**src/rtl/darkbus_pkg.sv**
```systemverilog
// Shared definitions for the dark bus arbiter.
// Holds the arbiter FSM state type and the default abort timeout.
package darkbus_pkg;

    typedef enum logic [1:0] {
        IDLE = 2'd0,
        BUSY = 2'd1,
        DONE = 2'd2
    } state_t;

    localparam int DEFAULT_TIMEOUT = 255;

endpackage

```
**src/rtl/darkarb_pick.sv**
```systemverilog
// Grant decision for the two-requester arbiter.
// Ports: r0_en/r1_en requests, last = index granted last,
//        rr = round-robin enable, winner = granted index.
module darkarb_pick (
    input  logic r0_en,
    input  logic r1_en,
    input  logic last,
    input  logic rr,
    output logic winner
);

    always_comb begin
        winner = 1'b0;
        if (r0_en && r1_en) begin
            // On a tie, round-robin favours whoever did not win last time.
            winner = rr ? ~last : 1'b0;
        end else if (r1_en) begin
            winner = 1'b1;
        end
    end

endmodule

```
**src/rtl/darkarb.sv**
```systemverilog
// Two-port arbiter (0 = data, 1 = fetch) onto one downstream bus,
// with a per-transfer abort timeout.
// Ports: clk, res (async active-high), r0_*/r1_* requester side,
//        m_* downstream side.
module darkarb
    import darkbus_pkg::*;
#(
    parameter int TIMEOUT = DEFAULT_TIMEOUT,
    parameter int RR      = 1
) (
    input  logic        clk,
    input  logic        res,
    input  logic        r0_en,
    input  logic        r0_rw,
    input  logic [3:0]  r0_be,
    input  logic [31:0] r0_addr,
    input  logic [31:0] r0_wdata,
    output logic        r0_valid,
    output logic [31:0] r0_rdata,
    output logic        r0_err,
    input  logic        r1_en,
    input  logic        r1_rw,
    input  logic [3:0]  r1_be,
    input  logic [31:0] r1_addr,
    input  logic [31:0] r1_wdata,
    output logic        r1_valid,
    output logic [31:0] r1_rdata,
    output logic        r1_err,
    output logic        m_en,
    output logic        m_rw,
    output logic [3:0]  m_be,
    output logic [31:0] m_addr,
    output logic [31:0] m_wdata,
    input  logic        m_valid,
    input  logic [31:0] m_rdata
);

    localparam int CW = $clog2(TIMEOUT + 1);
    localparam logic [CW-1:0] CNT_LAST = CW'(TIMEOUT - 1);

    state_t        state_q, state_d;
    logic          m_en_q, m_en_d;
    logic          m_rw_q, m_rw_d;
    logic [3:0]    m_be_q, m_be_d;
    logic [31:0]   m_addr_q, m_addr_d;
    logic [31:0]   m_wdata_q, m_wdata_d;
    logic          win_q, win_d;
    logic          last_q, last_d;
    logic [CW-1:0] cnt_q, cnt_d;
    logic          v0_q, v0_d, v1_q, v1_d;
    logic          e0_q, e0_d, e1_q, e1_d;
    logic [31:0]   rd0_q, rd0_d, rd1_q, rd1_d;
    logic          pick;

    darkarb_pick u_pick (
        .r0_en  (r0_en),
        .r1_en  (r1_en),
        .last   (last_q),
        .rr     (RR != 0),
        .winner (pick)
    );

    always_comb begin
        state_d   = state_q;
        m_en_d    = m_en_q;
        m_rw_d    = m_rw_q;
        m_be_d    = m_be_q;
        m_addr_d  = m_addr_q;
        m_wdata_d = m_wdata_q;
        win_d     = win_q;
        last_d    = last_q;
        cnt_d     = cnt_q;
        rd0_d     = rd0_q;
        rd1_d     = rd1_q;
        v0_d      = 1'b0;
        v1_d      = 1'b0;
        e0_d      = 1'b0;
        e1_d      = 1'b0;
        unique case (state_q)
            IDLE: begin
                if (r0_en || r1_en) begin
                    state_d   = BUSY;
                    win_d     = pick;
                    last_d    = pick;
                    cnt_d     = '0;
                    m_en_d    = 1'b1;
                    m_rw_d    = pick ? r1_rw    : r0_rw;
                    m_be_d    = pick ? r1_be    : r0_be;
                    m_addr_d  = pick ? r1_addr  : r0_addr;
                    m_wdata_d = pick ? r1_wdata : r0_wdata;
                end
            end
            BUSY: begin
                // Completion beats timeout when both land together.
                if (m_valid) begin
                    state_d = DONE;
                    m_en_d  = 1'b0;
                    m_rw_d  = 1'b0;
                    if (win_q) begin
                        v1_d = 1'b1;
                        if (!m_rw_q) rd1_d = m_rdata;
                    end else begin
                        v0_d = 1'b1;
                        if (!m_rw_q) rd0_d = m_rdata;
                    end
                end else if (cnt_q == CNT_LAST) begin
                    state_d = DONE;
                    m_en_d  = 1'b0;
                    m_rw_d  = 1'b0;
                    if (win_q) begin
                        v1_d = 1'b1;
                        e1_d = 1'b1;
                        if (!m_rw_q) rd1_d = '0;
                    end else begin
                        v0_d = 1'b1;
                        e0_d = 1'b1;
                        if (!m_rw_q) rd0_d = '0;
                    end
                end else begin
                    cnt_d = cnt_q + 1'b1;
                end
            end
            DONE: state_d = IDLE;
            default: state_d = IDLE;
        endcase
    end

    always_ff @(posedge clk or posedge res) begin
        if (res) begin
            state_q   <= IDLE;
            m_en_q    <= 1'b0;
            m_rw_q    <= 1'b0;
            m_be_q    <= '0;
            m_addr_q  <= '0;
            m_wdata_q <= '0;
            win_q     <= 1'b0;
            last_q    <= 1'b1;
            cnt_q     <= '0;
            v0_q      <= 1'b0;
            v1_q      <= 1'b0;
            e0_q      <= 1'b0;
            e1_q      <= 1'b0;
            rd0_q     <= '0;
            rd1_q     <= '0;
        end else begin
            state_q   <= state_d;
            m_en_q    <= m_en_d;
            m_rw_q    <= m_rw_d;
            m_be_q    <= m_be_d;
            m_addr_q  <= m_addr_d;
            m_wdata_q <= m_wdata_d;
            win_q     <= win_d;
            last_q    <= last_d;
            cnt_q     <= cnt_d;
            v0_q      <= v0_d;
            v1_q      <= v1_d;
            e0_q      <= e0_d;
            e1_q      <= e1_d;
            rd0_q     <= rd0_d;
            rd1_q     <= rd1_d;
        end
    end

    assign m_en     = m_en_q;
    assign m_rw     = m_rw_q;
    assign m_be     = m_be_q;
    assign m_addr   = m_addr_q;
    assign m_wdata  = m_wdata_q;
    assign r0_valid = v0_q;
    assign r1_valid = v1_q;
    assign r0_err   = e0_q;
    assign r1_err   = e1_q;
    assign r0_rdata = rd0_q;
    assign r1_rdata = rd1_q;

endmodule

```
**config.mk**
```make
export PLATFORM = sky130hd
export DESIGN_NAME = darkarb
export DESIGN_NICKNAME = d
export VERILOG_FILES = /design/src/rtl/darkbus_pkg.sv /design/src/rtl/darkarb_pick.sv /design/src/rtl/darkarb.sv
export SDC_FILE = /design/constraint.sdc
export NUM_CORES = 1
export LEC_CHECK = 0
export CORE_UTILIZATION = 44
export DETAILED_ROUTE_END_ITERATION = 10
export GPL_TIMING_DRIVEN = 0
export PLACE_DENSITY = 0.95
export SYNTH_ARGS = -nofsm -noshare
export SYNTH_HDL_FRONTEND = slang
export SYNTH_SLANG_ARGS = --single-unit
```
**constraint.sdc**
```tcl
create_clock -name clk -period 16 [get_ports clk]
set_input_delay 3.2 -clock clk [delete_from_list [all_inputs] [get_ports clk]]
set_output_delay 3.2 -clock clk [all_outputs]
set_load 0.01 [all_outputs]
```
After elaboration in Yosys (flattened, before gate mapping). Cells that the tools add are included.

Register bits: 150. Input port bits: 175. Output and inout port bits: 138. Word-level logic and storage cells: 78.

$add $sub $neg: 1. Eq/ne operators: 6. Muxes and demuxes: 42. Bitwise operators: 3. Reductions and logical operators: 11.

Operator list (number): $mux W32 (12); $mux W8 (3); $mux W1 (19); $pmux W8 S2 (1); $reduce_and A4 Y1 (3); $add A8 B1 Y8 const B (1); $eq A8 B8 Y1 const B (1); $mux W2 (3); $ne A2 B2 Y1 const B (3); $mux W4 (1); $pmux W1 S2 (2); $pmux W2 S2 (1); $reduce_and A2 Y1 (2); $reduce_bool A2 Y1 (2); $ne A3 B3 Y1 const B (1); $not A1 Y1 (3); $reduce_and A3 Y1 (1); $eq A2 B1 Y1 const B (1); $logic_not A2 Y1 (1); $logic_and A1 B1 Y1 (1); $logic_or A1 B1 Y1 (1).

Depth between registers and ports, before layout.
Depth in word-level cells: 5. Depth in mapped cells: 7. Mapped depth without buffers: 6.

Cells and area by module. Synthesis repeated with hierarchy kept, for this count alone.

Cells, all modules: 531. Area total of the unflattened synthesis: 6224.7 µm².

Modules (own cells, without submodules): darkarb (times used 1, cells an instance 529, area an instance 6211.0 µm², sequential area each 3754.9 µm²); darkarb_pick (times used 1, cells an instance 2, area an instance 13.8 µm², sequential area each 0.0 µm²).

Worst setup path after synthesis. Ideal clock, no wire load.

Kind: input port to flip-flop. From: in m_valid. To: reg cnt_q[3]. Data arrival time: 4111 ps. Required time: 15876 ps. Setup slack: 11765 ps. Stages on the path: 5. Buffers on the path: 1. Path through: buf_2 -> nor3b_2 -> o21ai_2 -> and2_4 -> a211o_1.

Cells in the longest elaborated chain, start to end: 2.

RTL lines: start, declared (line darkarb.sv:34) `input logic m_valid,`; $ne A2 B2 Y1 (no source line); $reduce_and A4 Y1 (no source line); end signal, assigned (line darkarb.sv:154) `cnt_q <= cnt_d;`; end, declared (line darkarb.sv:49) `logic [CW-1:0] cnt_q, cnt_d;`.

No other way between the ends. A chain may end at the register's enable or synchronous reset.

Worst setup path after layout.
From: reg m_rw_q (netlist: m_rw). To: out m_rw.

RTL lines: start, declared (line darkarb.sv:43) `logic m_rw_q, m_rw_d;`; start signal, assigned (line darkarb.sv:148) `m_rw_q <= m_rw_d;`; end, declared (line darkarb.sv:30) `output logic m_rw,`.

No word-level cell between the ends.

==> results.md <==
- Outcome: finished, final reports clean
- Combinational power share: 44.9%
- Initial Utilization: 45.4%
- Die width: 122 microns
- Pwr Density: 183 nW/um^2
- P&R area growth vs syn: 62.2%
- Switching power: 0.000655 W
- Hold endpoint: m_wdata[14]
- Final core occ: 73.6%
- Drt total wl: 20,900 microns
- # rows: 43
- RSZ-0062 raised after global routing: false
- Syn nets: 704
- DRT antenna net count: 0
- CTS Hold Bufs: 0
- CP Depth: 1
- Crit-path cells: clkdlybuf4s50_1
- Clock Path Buffers: 2
- Final setup fails: 0
- Worst R2R Path Depth: 7
- GRT Util Overall: 28.9%
- Avg Cell Area, Syn: 12.0 sq um
- Reg-to-reg critical path startpoint: cnt_q[0]
- Ys Warns: 0
- Via count: 5,616
- Port Buffers: 311
- Routed len/inst: 19.9 microns
- Sw Ratio: 35.0%
- Critical path launch point type: register
- Post-route design area: 10,300 sq um
- Worst Skew: 12.6 ps
- Sink Count: 150
- First-pass GRT wire length: 31,500 microns
- Slowest CP cell: clkdlybuf4s50_1
- TNS Setup: 0 ps
- WS Path Type: register to primary output
- Iteration-0 DRC Markers: 347
- Worst-path clk slew: 60 ps
- Rel. slew slack: 58.1%
- Hpwl dp: 15,500 microns
- Clk Latency, worst-skew pair: 420 ps
- Hold violation total from the final report: 0
- Yosys reg bits: 150
- Max-slew violations: 0
- Post-Synthesis Cells: 527
- CTS Buf Count: 17
- Clock share of power: 19.9%
- Slowest stage delay, CP: 590 ps
- Sequential-to-total area share from yosys stat: 59.4%
- Max Clk Rate: 216 MHz
- Buf/Inv on CP: 1
- Worst EP arrival: 1430 ps
- Worst hold slack: 483 ps
- CP Capture Type: primary output
- Synthesized area: 6320 sq um
- Hold Crit Class: register to register
- Core ar.: 13,900 sq um
- Total gr overflow: 0
- Tcrit/Tclk final: 29.0%
- Drt first pass iters: 5
- Die height: 122 microns
- Worst slew pin tran: 628 ps
- CTS tree: built
- Initial antenna violation count: 1
- Yosys cell types: 42
- Post-placement cell area: 9690 sq um
- Worst hold start: m_wdata[14]
- Drc violations: 0
- Post-synth EDFFs: 0
- Die Area: 14,900 sq um
- H-tree depth: 4
- Kind of cell adding the most delay to the critical path: buffers and inverters
- Hold-critical path depth: 2
- WP data required: 12,800 ps
- Number of global-route vias before repair: 5,845
- Final net count: 1,035
- Layout cells sized above 1: 9.18%
- Vias/cell: 5.34
- Worst vdd ir: 0.000136 V
- Internal: 0.00122 W
- Async set or reset register ratio after synthesis: 100%
- R2R setup slack: 14,200 ps
- Maximum fanout along the worst path: 4
- RD Place Congestion: 0.837
- R2r endpoint: r0_rdata[6]
- Largest net degree at the start of global routing: 80
- Fin crit period: 4630 ps
- Post-cts resize count: 0
- Post-CTS Setup Bufs: 0
- Register share of total power: 35.1%
- Root Buffer: clkbuf_16
- Ports: 313
- Ys flop type: dfrtp_1
- Max Cap Viol: 0
- Pleak: 4.57 nW
==> cell usage after synthesis, types with 2 or more instances <==
cell type	n	area share, %
nor2_2	2	0.20
o21ai_1	56	4.4
buf_4	7	0.83
o21ai_2	2	0.28
clkbuf_1	6	0.36
ha_1	2	0.40
inv_1	5	0.30
a22o_1	62	8.6
a211o_1	2	0.28
nand2b_1	2	0.20
a21o_1	4	0.47
nand2_1	72	4.3
dfrtp_1	149	59
and2_1	2	0.20
a21oi_1	3	0.24
nor2_1	3	0.18
buf_6	11	2.0
nor3_2	2	0.32
and3_1	4	0.40
nor4_1	2	0.20
a32o_1	2	0.32
nand3_1	4	0.32
nor3_1	2	0.16
mux2i_1	69	11
o21ai_0	20	1.6
nand4_1	2	0.20
buf_2	15	1.2
==> cell families after synthesis <==
logic type	Yosys count	share of synthesized area (%)
adders and majority gates	2	0.396
buffers and inverters	44	4.63
DFF	150	59.4
AOI/OAI and AO/OA	156	16.8
and+or+nand+nor	105	7.66
muxes	70	11.1
==> layout make-up <==
type	instances	area, sq um
inverters	5	23.8
multi-input cells	333	2270
repair buffers	312	3140
well taps	180	225
diodes	1	2.50
clock buffers	18	439
fillers	891	3680
plain buffers	39	274
clock inverters	14	119
flip-flops and latches	150	3750
==> worst max-delay path by stage <==
stage          slack, ps          end   from
2_1_floorplan       8770     cnt_q[0]    res
3_3_place_gp        6800   m_addr[21]    res
3_5_place_dp       11010  m_wdata[29]  r1_en
4_1_cts            11360         m_rw   m_rw
5_1_grt            11310         m_rw   m_rw
6_report           11370         m_rw   m_rw
==> power groups by stage <==
| stage | clock network, W | logic, W | registers [W] |
|---|---|---|---|
| 3_5_place_dp | 0 | 0.000834 | 0.000654 |
| 6_report | 0.000373 | 0.000841 | 0.000658 |
| 2_1_floorplan | 0 | 0.000293 | 0.000717 |
| 5_1_grt | 0.000398 | 0.000901 | 0.000675 |
| 3_3_place_gp | 0 | 0.000811 | 0.000646 |
| 4_1_cts | 0.000379 | 0.000844 | 0.000655 |
==> flip-flops by register name, indices dropped and copies added, names as in the netlist <==
signal    count
r0_rdata     32
m_wdata      32
m_rw          1
r1_err        1
r1_valid      1
r1_rdata     32
cnt_q         8
r0_valid      1
m_addr       32
win_q         1
r0_err        1
m_be          4
m_en          1
last_q        1
state_q       2
==> per-stage QoR <==
| step | instances | setup WS, ps | total power [W] |
|---|---|---|---|
| floorplan | 527 | 8770 | 0.00101 |
| global placement | 1018 | 6800 | 0.00146 |
| detailed placement | 1019 | 11010 | 0.00149 |
| CTS | 1051 | 11360 | 0.00188 |
| global route | 1052 | 11310 | 0.00197 |
| finish | 1052 | 11370 | 0.00187 |
==> layer usage <==
layer	up-vias	global-route usage, %	part of all wire [%]
li1	2552	-	-
met1	2724	31.4	37
met2	294	48.8	49
met3	46	12.5	9.9
met4	0	12.4	3.6
met5	-	0	0
==> layout by cell type (no fill, tap or decap), types with 7 or more instances in the layout <==
master,count
clkbuf_16,17
buf_2,15
buf_6,11
mux2i_1,69
o21ai_0,20
clkdlybuf4s50_1,311
nand2_1,72
a22o_1,62
buf_4,7
dfrtp_1,149
o21ai_1,56
(Power assumes the default switching activity.)
